--- src/rtl/mdio_phy_slave_pkg.sv ---
// Frame constants and state encoding for the Clause-22 MDIO PHY-side slave.
// Bit indices count the frame MSB-first from 0 (first ST bit) to FRAME_BITS-1.
package mdio_pkg;

  typedef enum logic [3:0] {
    S_IDLE,
    S_ST,
    S_OP,
    S_PHYAD,
    S_REGAD,
    S_TA,
    S_WDATA,
    S_RDATA,
    S_SKIP
  } state_e;

  localparam logic [1:0] ST_CODE = 2'b01;
  localparam logic [1:0] OP_WR   = 2'b01;
  localparam logic [1:0] OP_RD   = 2'b10;
  localparam logic [1:0] TA_WR   = 2'b10;

  localparam int FRAME_BITS = 32;
  localparam int BIT_W      = $clog2(FRAME_BITS);

  typedef logic [BIT_W-1:0] bit_idx_t;

  // Index of the last bit of each field.
  localparam bit_idx_t ST_END    = bit_idx_t'(1);
  localparam bit_idx_t OP_END    = bit_idx_t'(3);
  localparam bit_idx_t PHYAD_END = bit_idx_t'(8);
  localparam bit_idx_t REGAD_END = bit_idx_t'(13);
  localparam bit_idx_t TA_END    = bit_idx_t'(15);
  localparam bit_idx_t LAST_BIT  = bit_idx_t'(FRAME_BITS - 1);

endpackage

--- src/rtl/mdio_phy_slave_if.sv ---
// MDIO serial bus between the management controller (master) and the PHY slave.
// MDC is a clk-synchronous management clock generated by the controller.
interface mdio_phy_slave_if;

  logic MDC;
  logic MDIO_OE;
  logic MDIO_OUT;
  logic MDIO_RD;
  logic MDIO_RD_OE;

  modport master (
    output MDC,
    output MDIO_OE,
    output MDIO_OUT,
    input  MDIO_RD,
    input  MDIO_RD_OE
  );

  modport slave (
    input  MDC,
    input  MDIO_OE,
    input  MDIO_OUT,
    output MDIO_RD,
    output MDIO_RD_OE
  );

endinterface

--- src/rtl/mdio_phy_slave_edge_det.sv ---
// Rising-edge detector for the clk-synchronous MDC. Flags the clk cycle in
// which MDC is seen high for the first time.
module mdc_edge_det (
  input  logic clk,
  input  logic rst,
  input  logic mdc_i,
  output logic rise_o
);

  logic mdc_q;

  // Reset to 1 so an MDC that is already high at reset release gives no edge.
  // NOTE: registers take non-blocking assignments so every flop samples pre-edge values.
  always_ff @(posedge clk) begin
    if (rst) begin
      mdc_q <= 1'b1;
    end else begin
      mdc_q <= mdc_i;
    end
  end

  assign rise_o = mdc_i & ~mdc_q;

endmodule

--- src/rtl/mdio_phy_slave.sv ---
// Clause-22 MDIO PHY-side slave: decodes frames on MDC rising edges and drives a
// simple register-file port. Define MDIO_PRE_CHECK_EN to require a preamble.
module mdio_phy_slave
  import mdio_pkg::*;
#(
  parameter logic [4:0] PHY_ADDR     = 5'h01,
  parameter int         PREAMBLE_LEN = 32
) (
  input  logic                   clk,
  input  logic                   rst,
  mdio_phy_slave_if.slave        mdio,
  output logic [4:0]             REG_ADDR,
  output logic [15:0]            REG_WDATA,
  output logic                   REG_WE,
  output logic                   REG_RE,
  input  logic [15:0]            REG_RDATA,
  output logic                   BUSY,
  output logic                   FRAME_ERR
);

  logic mdc_rise;
  logic bus_bit;
  logic start_ok;

  mdc_edge_det u_mdc_edge (
    .clk    (clk),
    .rst    (rst),
    .mdc_i  (mdio.MDC),
    .rise_o (mdc_rise)
  );

  // Pulled-up bus: reads 1 whenever the controller is not driving.
  assign bus_bit = mdio.MDIO_OE ? mdio.MDIO_OUT : 1'b1;

  state_e      state_q,   state_d;
  bit_idx_t    bit_cnt_q, bit_cnt_d;
  logic [14:0] shift_q,   shift_d;
  logic [15:0] shadow_q,  shadow_d;
  logic        is_rd_q,   is_rd_d;
  logic        rd_q,      rd_d;
  logic        rd_oe_q,   rd_oe_d;
  logic [4:0]  addr_q,    addr_d;
  logic [15:0] wdata_q,   wdata_d;
  logic        we_q,      we_d;
  logic        re_q,      re_d;
  logic        err_q,     err_d;

`ifdef MDIO_PRE_CHECK_EN
  localparam int               PRE_W   = $clog2(PREAMBLE_LEN + 1);
  localparam logic [PRE_W-1:0] PRE_MAX = PRE_W'(PREAMBLE_LEN);

  logic [PRE_W-1:0] pre_cnt_q, pre_cnt_d;

  // Consecutive idle 1s, saturating; any 0 seen in IDLE clears the run.
  always_comb begin
    pre_cnt_d = pre_cnt_q;
    start_ok  = (pre_cnt_q >= PRE_MAX);
    if (mdc_rise && state_q == S_IDLE) begin
      if (bus_bit) begin
        pre_cnt_d = start_ok ? pre_cnt_q : pre_cnt_q + 1'b1;
      end else begin
        pre_cnt_d = '0;
      end
    end
  end

  always_ff @(posedge clk) begin
    if (rst) begin
      pre_cnt_q <= '0;
    end else begin
      pre_cnt_q <= pre_cnt_d;
    end
  end
`else
  logic unused_preamble_len;
  assign unused_preamble_len = ^PREAMBLE_LEN;
  assign start_ok            = 1'b1;
`endif

  // NOTE: every variable gets its hold/idle value first, so no path can infer a latch.
  always_comb begin
    state_d   = state_q;
    bit_cnt_d = bit_cnt_q;
    shift_d   = shift_q;
    shadow_d  = shadow_q;
    is_rd_d   = is_rd_q;
    rd_d      = rd_q;
    rd_oe_d   = rd_oe_q;
    addr_d    = addr_q;
    wdata_d   = wdata_q;
    we_d      = 1'b0;
    re_d      = 1'b0;
    err_d     = 1'b0;

    if (mdc_rise) begin
      shift_d   = {shift_q[13:0], bus_bit};
      bit_cnt_d = (state_q == S_IDLE) ? '0 : bit_cnt_q + 1'b1;

      case (state_q)
        S_IDLE: begin
          if (!bus_bit && start_ok) begin
            state_d   = S_ST;
            bit_cnt_d = ST_END;
          end
        end

        S_ST: begin
          if ({shift_q[0], bus_bit} == ST_CODE) begin
            state_d = S_OP;
          end else begin
            err_d   = 1'b1;
            state_d = S_SKIP;
          end
        end

        S_OP: begin
          if (bit_cnt_q == OP_END) begin
            case ({shift_q[0], bus_bit})
              OP_WR: begin
                is_rd_d = 1'b0;
                state_d = S_PHYAD;
              end
              OP_RD: begin
                is_rd_d = 1'b1;
                state_d = S_PHYAD;
              end
              default: begin
                err_d   = 1'b1;
                state_d = S_SKIP;
              end
            endcase
          end
        end

        // A frame for another PHY is skipped without any visible reaction.
        S_PHYAD: begin
          if (bit_cnt_q == PHYAD_END) begin
            state_d = ({shift_q[3:0], bus_bit} == PHY_ADDR) ? S_REGAD : S_SKIP;
          end
        end

        S_REGAD: begin
          if (bit_cnt_q == REGAD_END) begin
            addr_d  = {shift_q[3:0], bus_bit};
            re_d    = is_rd_q;
            state_d = S_TA;
          end
        end

        // Read: first TA bit captures the register data and drives the
        // turnaround 0; the second TA bit already carries the data MSB.
        S_TA: begin
          if (is_rd_q) begin
            if (bit_cnt_q == TA_END) begin
              rd_d     = shadow_q[15];
              shadow_d = {shadow_q[14:0], 1'b0};
              state_d  = S_RDATA;
            end else begin
              shadow_d = REG_RDATA;
              rd_oe_d  = 1'b1;
              rd_d     = 1'b0;
            end
          end else if (bit_cnt_q == TA_END) begin
            if ({shift_q[0], bus_bit} == TA_WR) begin
              state_d = S_WDATA;
            end else begin
              err_d   = 1'b1;
              state_d = S_SKIP;
            end
          end
        end

        S_RDATA: begin
          if (bit_cnt_q == LAST_BIT) begin
            rd_oe_d = 1'b0;
            rd_d    = 1'b0;
            state_d = S_IDLE;
          end else begin
            rd_d     = shadow_q[15];
            shadow_d = {shadow_q[14:0], 1'b0};
          end
        end

        S_WDATA: begin
          if (bit_cnt_q == LAST_BIT) begin
            wdata_d = {shift_q, bus_bit};
            we_d    = 1'b1;
            state_d = S_IDLE;
          end
        end

        S_SKIP: begin
          if (bit_cnt_q == LAST_BIT) begin
            state_d = S_IDLE;
          end
        end

        default: begin
          state_d = S_IDLE;
        end
      endcase
    end
  end

  always_ff @(posedge clk) begin
    if (rst) begin
      state_q   <= S_IDLE;
      bit_cnt_q <= '0;
      shift_q   <= '0;
      shadow_q  <= '0;
      is_rd_q   <= 1'b0;
      rd_q      <= 1'b0;
      rd_oe_q   <= 1'b0;
      addr_q    <= '0;
      wdata_q   <= '0;
      we_q      <= 1'b0;
      re_q      <= 1'b0;
      err_q     <= 1'b0;
    end else begin
      state_q   <= state_d;
      bit_cnt_q <= bit_cnt_d;
      shift_q   <= shift_d;
      shadow_q  <= shadow_d;
      is_rd_q   <= is_rd_d;
      rd_q      <= rd_d;
      rd_oe_q   <= rd_oe_d;
      addr_q    <= addr_d;
      wdata_q   <= wdata_d;
      we_q      <= we_d;
      re_q      <= re_d;
      err_q     <= err_d;
    end
  end

  assign mdio.MDIO_RD    = rd_q;
  assign mdio.MDIO_RD_OE = rd_oe_q;
  assign REG_ADDR        = addr_q;
  assign REG_WDATA       = wdata_q;
  assign REG_WE          = we_q;
  assign REG_RE          = re_q;
  assign FRAME_ERR       = err_q;
  assign BUSY            = (state_q != S_IDLE);

endmodule

--- src/flat_wrapper.sv ---
// flat-port wrapper written by rule: the top's interface ports become plain ports
module mdio_phy_slave_flat import mdio_pkg::*;
#(
  parameter logic [4:0] PHY_ADDR     = 5'h01,
  parameter int         PREAMBLE_LEN = 32
)
  (clk, rst, REG_ADDR, REG_WDATA, REG_WE, REG_RE, REG_RDATA, BUSY, FRAME_ERR, mdio_MDC, mdio_MDIO_OE, mdio_MDIO_OUT, mdio_MDIO_RD, mdio_MDIO_RD_OE);
  mdio_phy_slave_if mdio_i ();
  input  logic clk;
  input  logic rst;
  output logic [4:0] REG_ADDR;
  output logic [15:0] REG_WDATA;
  output logic REG_WE;
  output logic REG_RE;
  input  logic [15:0] REG_RDATA;
  output logic BUSY;
  output logic FRAME_ERR;
  input wire logic [$bits(mdio_i.MDC)-1:0] mdio_MDC;
  input wire logic [$bits(mdio_i.MDIO_OE)-1:0] mdio_MDIO_OE;
  input wire logic [$bits(mdio_i.MDIO_OUT)-1:0] mdio_MDIO_OUT;
  output wire logic [$bits(mdio_i.MDIO_RD)-1:0] mdio_MDIO_RD;
  output wire logic [$bits(mdio_i.MDIO_RD_OE)-1:0] mdio_MDIO_RD_OE;
  assign mdio_i.MDC = mdio_MDC;
  assign mdio_i.MDIO_OE = mdio_MDIO_OE;
  assign mdio_i.MDIO_OUT = mdio_MDIO_OUT;
  assign mdio_MDIO_RD = mdio_i.MDIO_RD;
  assign mdio_MDIO_RD_OE = mdio_i.MDIO_RD_OE;
  mdio_phy_slave #(.PHY_ADDR(PHY_ADDR), .PREAMBLE_LEN(PREAMBLE_LEN)) u_core (.clk(clk), .rst(rst), .mdio(mdio_i), .REG_ADDR(REG_ADDR), .REG_WDATA(REG_WDATA), .REG_WE(REG_WE), .REG_RE(REG_RE), .REG_RDATA(REG_RDATA), .BUSY(BUSY), .FRAME_ERR(FRAME_ERR));
endmodule
--- config.mk ---
export PLATFORM = sky130hd
export DESIGN_NAME = mdio_phy_slave_flat
export DESIGN_NICKNAME = d
export VERILOG_FILES = /design/src/rtl/mdio_phy_slave_pkg.sv /design/src/rtl/mdio_phy_slave_if.sv /design/src/rtl/mdio_phy_slave_edge_det.sv /design/src/rtl/mdio_phy_slave.sv /design/src/flat_wrapper.sv
export SDC_FILE = /design/constraint.sdc
export NUM_CORES = 1
export LEC_CHECK = 0
export ABC_CLOCK_PERIOD_IN_PS = 2000
export CAP_MARGIN = 20
export CORE_MARGIN = 4
export CORE_UTILIZATION = 35
export CTS_CLUSTER_DIAMETER = 120
export DETAILED_ROUTE_END_ITERATION = 8
export PLACE_DENSITY = 0.56
export RECOVER_POWER = 50
export SYNTH_ARGS = -nofsm -noshare
export SYNTH_HDL_FRONTEND = slang
export SYNTH_SLANG_ARGS = --single-unit
export TNS_END_PERCENT = 100
--- constraint.sdc ---
create_clock -name clk -period 2 [get_ports clk]
set_clock_uncertainty 0.2 [all_clocks]
set_input_delay 0.4 -clock clk [delete_from_list [all_inputs] [get_ports clk]]
set_output_delay 0.4 -clock clk [all_outputs]
set_load 0.05 [all_outputs]
==> impl_metrics.json <==
{
  "n_antenna_cell": 0,
  "startpoint": "u_core.bit_cnt_q[0]",
  "final.min_clock_period_ns": 2.18,
  "synth_xor_xnor_area_share": 0,
  "cts_root_buf": "clkbuf_8",
  "drv_slew": 0,
  "worstPathMaxFanout": 4,
  "synth_top_family_by_area": "simple AND/OR/NAND/NOR gates",
  "synthMuxAreaShare": 0.0683,
  "critical_path.cell_chain": "ha_4, and3_4, ha_4, and2_4, a2111o_1, and3b_2, buf_6, nand4b_1, a21oi_2",
  "relSlewSlack": 0.569,
  "vias_per_cell": 5.02,
  "drtIter0Drc": 185,
  "place_ws_ns": -0.410,
  "boundaryPins": 48,
  "power_mw": 2.76,
  "max-clock-path-buffers": 2,
  "cts_hold_buf": 0,
  "synth_area_um2": 3080,
  "synth_compound_area_frac": 0.174,
  "finalHoldViolations": 0,
  "yosys_warnings": 0,
  "yosys.area_share.simple": 0.235,
  "met2_usage": 0.251,
  "crit_required_ns": 2.02,
  "grt_pass1_vias": 2796,
  "areaGrowthSynthToFinish_pct": 42.7,
  "finalSetupViolations": 25,
  "crit_buf_inv": 1,
  "cts-buffers-inserted": 9,
  "clkSinkCount": 68,
  "die-area_um2": 10400,
  "path_common_cell": "ha_4",
  "synth-adder-area-share": 0.0285,
  "power_leakage_nw": 1.70,
  "grt.total_usage": 0.163,
  "antenna_left": 0,
  "avgSynthCellArea_um2": 8.34,
  "grt_pass1_wl_um": 13300,
  "cpPeakStageDelay_ns": 0.37,
  "hp-class": "reg -> reg",
  "powerDensity_nw_per_um2": 630,
  "fin_ws_ns": -0.177,
  "ys_ff_latch": 68,
  "worstSetupStartpointType": "register",
  "critical_path_class": "reg -> reg",
  "rr_startpoint": "u_core.bit_cnt_q[0]",
  "peakVddDrop_mv": 0.332,
  "busiest_layer": "met2",
  "synth_nets": 397,
  "worstHoldStart": "u_core.shift_q[7]",
  "start_util": 0.367,
  "worstSetupEndpointType": "register",
  "violations": "setup timing",
  "cts_tree": "built",
  "grt_use_met1": 0.217,
  "max_slew.worst_pin.slew_ns": 0.646,
  "totalWireLength_um": 8190,
  "antenna_found_initial": 0,
  "max_freq_ghz": 0.459,
  "cap_violations": 0,
  "status": "finished, violations left",
  "ys_seq_area_frac": 0.442,
  "postSynthCellCount": 369,
  "arrival_ns": 2.19,
  "grt_max_degree": 30,
  "clk_latency_ns": 0.35,
  "met3_usage": 0.0331,
  "cts_htree_levels": 3,
  "synth_cell_type_count": 47,
  "clkTransAtPathRegs_ns": 0.08,
  "finalNetCount": 492,
  "path_delay_family": "simple AND/OR/NAND/NOR gates",
  "row_count": 33,
  "grt.overflow.total": 0,
  "route.vias.total": 2881,
  "drive_above_1_share": 0.256,
  "crit_slowest_cell": "dfxtp_4",
  "core-area_um2": 8380,
  "place_congestion": 0.889,
  "post-route-period-util": 1.09,
  "dieWidth_um": 102,
  "die_height_um": 102,
  "rsz0062_at_grt": "true",
  "drt_first_pass_iters": 5,
  "wl_per_cell_um": 14.3,
  "hpwl_um": 5450,
  "drc": 0,
  "numPortBuffers": 47
}
[path summary, 6_finish.rpt]
path	slack [ns]	to	depth (start not counted)
setup / recovery	-0.18	u_core.state_q[0]	9
hold / removal	0.25	u_core.REG_WDATA[8]	2
setup reg to reg	-0.18	u_core.state_q[0]	9
hold reg to reg	0.25	u_core.REG_WDATA[8]	2
[report_power, final]
group          internal, mW  total (mW)  leakage (nW)  switching [mW]
clock network         0.646        1.21         0.102           0.567
registers              1.35        1.36         0.551         0.00603
logic                0.0987       0.192          1.05          0.0930
[sequential cells by signal, indices dropped and copies added (netlist names), 4 cells and up]
register and flops:
u_core.shadow_q 16, u_core.bit_cnt_q 5, u_core.REG_WDATA 16, u_core.state_q 4
u_core.shift_q 15, u_core.REG_ADDR 5
[worst reg2reg max path: stages, from the launching register on]
cell and delay (ns):
dfxtp_4 0.37, ha_4 0.16, and3_4 0.19, ha_4 0.16, and2_4 0.14, a2111o_1 0.30, and3b_2 0.24, buf_6 0.12
nand4b_1 0.10, a21oi_2 0.06
[stage by stage]
| step | cells | util | hold slack [ns] | TNS (ns) | cell area (µm²) |
|---|---|---|---|---|---|
| after floorplan | 369 | - | 0.232 | 0 | 3110 |
| after global placement | 551 | 0.478 | 0.244 | -6.90 | 4010 |
| after detailed placement | 551 | 0.478 | 0.248 | -7.71 | 4010 |
| after CTS | 571 | 0.522 | 0.257 | -1.53 | 4370 |
| after global routing | 574 | 0.524 | 0.276 | -4.72 | 4390 |
| final | 574 | 0.524 | 0.255 | -1.28 | 4390 |
[cells in the mapped netlist, drive strengths merged]
cell | number | area share
a211oi | 21 | 0.051
nand3 | 8 | 0.013
mux2i | 21 | 0.068
nor2 | 39 | 0.048
and4bb | 1 | 0.0041
inv | 10 | 0.012
and4b | 1 | 0.0033
o32ai | 1 | 0.0053
o21ai | 7 | 0.011
and2 | 1 | 0.0020
a31o | 1 | 0.0028
a31oi | 1 | 0.0020
nor4 | 1 | 0.0041
and3b | 1 | 0.0028
o41ai | 1 | 0.0028
o21bai | 2 | 0.0049
nor3 | 4 | 0.0065
or2 | 1 | 0.0020
nand3b | 3 | 0.0073
or3 | 1 | 0.0020
clkbuf | 15 | 0.018
a32oi | 1 | 0.0028
buf | 12 | 0.021
and3 | 3 | 0.0061
nor4b | 2 | 0.0077
a2111o | 1 | 0.0037
or3b | 1 | 0.0037
nor3b | 2 | 0.0049
or4b | 1 | 0.0033
nand2b | 7 | 0.014
nor2b | 5 | 0.013
o2bb2ai | 1 | 0.0028
a22oi | 1 | 0.0024
a311oi | 1 | 0.0028
a21oi | 47 | 0.076
nand4b | 1 | 0.0028
nand2 | 63 | 0.077
or4 | 3 | 0.0073
ha | 7 | 0.028
dfxtp | 68 | 0.44
a211o | 1 | 0.0028
[layout make-up]
type,instances,area (µm²)
repair buffers,111,895
flip-flops and latches,68,1380
multi-input cells,264,1740
clock inverters,5,58.8
clock buffers,11,151
fillers,804,3990
well taps,105,131
inverters,10,42.5
[placed cells by master, fill, tap and decap left out, drive strengths merged, types with 2 or more instances in the layout]
cell	Yosys	final
dfxtp	68	68
buf	12	67
nand2	63	63
a21oi	47	47
nor2	39	39
clkbuf	15	35
a211oi	21	21
mux2i	21	21
clkdlybuf4s50	0	18
inv	10	11
nand3	8	8
nand2b	7	7
o21ai	7	7
ha	7	7
nor2b	5	5
nor3	4	4
nand3b	3	3
or4	3	3
and3	3	3
o21bai	2	2
clkinvlp	0	2
nor4b	2	2
nor3b	2	2
[layer usage]
metal	wire, µm	vias to the layer above
met5	0	-
met3	389	14
li1	-	1471
met4	157	0
met1	3850	1345
met2	3790	51
[cell families (layout without fill, tap and decap cells)]
logic type,count (synthesis),in the layout
AND/OR/NAND/NOR,149,149
AO/OA/AOI/OAI,87,87
flip-flops,68,68
buffers and inverters,37,137
multiplexers,21,21
adder cells (fa/ha/maj),7,7
[repair_timing]
item                       in CTS  in global routing
setup endpoints to repair      23                 44
buffers inserted                2                  4
gates resized for setup        16                 25
pin swaps                       9                  8
gates cloned                    2                  0
Power figures use the tool's default switching activity.
==> variant: new RTL, config.mk and constraints unchanged <==
The 9 states of `state_e` get a one-hot encoding in 9 bits.
--- a/src/rtl/mdio_phy_slave_pkg.sv
+++ b/src/rtl/mdio_phy_slave_pkg.sv
@@ -4,12 +4,12 @@
 
-  typedef enum logic [3:0] {
-    S_IDLE,
-    S_ST,
-    S_OP,
-    S_PHYAD,
-    S_REGAD,
-    S_TA,
-    S_WDATA,
-    S_RDATA,
-    S_SKIP
+  typedef enum logic [8:0] {
+    S_IDLE  = 9'b000000001,
+    S_ST    = 9'b000000010,
+    S_OP    = 9'b000000100,
+    S_PHYAD = 9'b000001000,
+    S_REGAD = 9'b000010000,
+    S_TA    = 9'b000100000,
+    S_WDATA = 9'b001000000,
+    S_RDATA = 9'b010000000,
+    S_SKIP  = 9'b100000000
   } state_e;
Check against the original RTL: same outputs for any inputs over 10 cycles, from zero or initial values and one cycle with rst high; not proved beyond that.
==> variant against the unedited design <==
The flow still finishes with violations (negative setup slack); clock power fell by 7%; sequential power rose by 7%; global-route usage rose by 1.2 points; wire length rose by 24%; area after synthesis rose by 7.4%; worst setup slack got worse by 0.033 ns; sequential share of layout area fell by 2.4 points; die area rose by 6.8%; sequential cell count rose by 5; total power rose by 0.29%; design area rose by 16%; critical endpoint is now u_core.state_q[5]$_SDFFE_PP0P_; largest cell class unchanged; largest power group unchanged.
==> variant: results (changes against the unedited design) <==
Failing checks: negative setup slack
Synth Area in Compound Gates: 19.4% (+1.9 points)
Post-synthesis sequential area ratio: 44.2% (about the same)
Max incr delay on CP: 0.56 ns (+0.19 ns)
Mux cell area share after synthesis: 6.67% (-0.17 points)
Post-synthesis adder-cell area fraction: 2.65% (-0.20 points)
Synth unique cells: 52 (+11%)
Post-synth top cells: 73 x dfxtp_1, 36 x nand2_1, 35 x nor2_1, 32 x a21oi_1, 22 x mux2i_1
Clock power share: 40.4% (-3.5 points)
Psw: 754 uW (+13%)
Setup ws final: -0.209 ns (-0.0327 ns)
Synth Area in XOR/XNOR: 0.530% (+0.53 points)
Post-CTS sizing: 46 (+30)
Synth Area per Inst: 9.15 um2 (+9.7%)
Post-CTS setup buffer count: 10 (+8)
Syn nets: 389 (-2.0%)
Outcome: complete, but fails checks
First-pass DRT Iterations: 4 (-1)
Crit-path max FO: 9 (+5)
Slowest-stage cell, CP: or4_4
Setup WS pre-CTS: -0.491 ns (-0.0812 ns)
Global-route met2 utilization: 27.9% (+2.8 points)
Min Hold Slack: 0.267 ns (+0.0122 ns)
Share of layout cells above drive strength 1: 39.9% (+14 points)
Met1 Usage GRT: 23.3% (+1.6 points)
Met3 GRT Util: 4.01% (+0.71 points)
Drt wl/cell: 17.0 um (+19%)
Nets@finish: 509 (+3.5%)
Largest net degree at the start of global routing: 25 (-17%)
Max VDD drop: 511 uV (+54%)
Leak: 0.00195 uW (+14%)
Setup TNS: -5.14 ns (-3.87 ns)
HPWL after DPL: 6390 um (+17%)
Total GRT Usage: 17.5% (+1.2 points)
Pwr Total: 2770 uW (+0.29%)
Global placement routability congestion: 0.878 (-1.2%)
Met2 WL: 4860 um (+28%)
Post-route cell area: 0.00511 mm2 (+16%)
Initial DRC count: 236 (+28%)
Fill count: 811 (+0.87%)
DP Area: 0.00426 mm2 (+6.3%)
Total Wirelength: 10200 um (+24%)
Crit path arrival time: 2.29 ns (+0.10 ns)
Met1 wire length: 4520 um (+17%)
Hold Path Origin: u_core.mdio.MDIO_RD$_SDFFE_PP0P_
Vias in the first global route: 3020 (+8.0%)
Synth area leaders: dfxtp_1 44%, mux2i_1 6.7%, a21oi_1 4.8%
First-pass GRT wire length: 15600 um (+18%)
Worst Max-Slew Pin Slew: 0.624 ns (-0.0221 ns)
Final setup fails: 47 (+88%)
Worst-case reg-to-reg path depth: 6 (-3)
Placed cells: 551 (unchanged)
Wire length on met3: 561 um (+44%)
==> variant: cell count changes in the layout (fill, tap and decap cells not counted), moves of 9 or more <==
cell / unedited run / this run
nand2_1: 62 / 35
a21oi_1: 45 / 27
nor2_1: 38 / 20
a211oi_1: 19 / 4
a22o_1: 0 / 14
buf_4: 57 / 71
a211oi_2: 2 / 15
nor2_4: 0 / 13
nand4_1: 0 / 9
==> variant: layout make-up <==
cell class | count | share of cell area (%)
clock buffers | 9 | 2.42
repair buffers | 133 | 21.9
flip-flops and latches | 73 | 28.9
multi-input cells | 255 | 42.1
well taps | 111 | 2.72
clock inverters | 7 | 1.20
inverters | 9 | 0.735
==> variant: path summary, 6_finish.rpt <==
check | endpoint
max | u_core.state_q[5]$_SDFFE_PP0P_
min | u_core.mdio.MDIO_RD$_SDFFE_PP0P_
max reg2reg | u_core.state_q[5]$_SDFFE_PP0P_
min reg2reg | u_core.mdio.MDIO_RD$_SDFFE_PP0P_
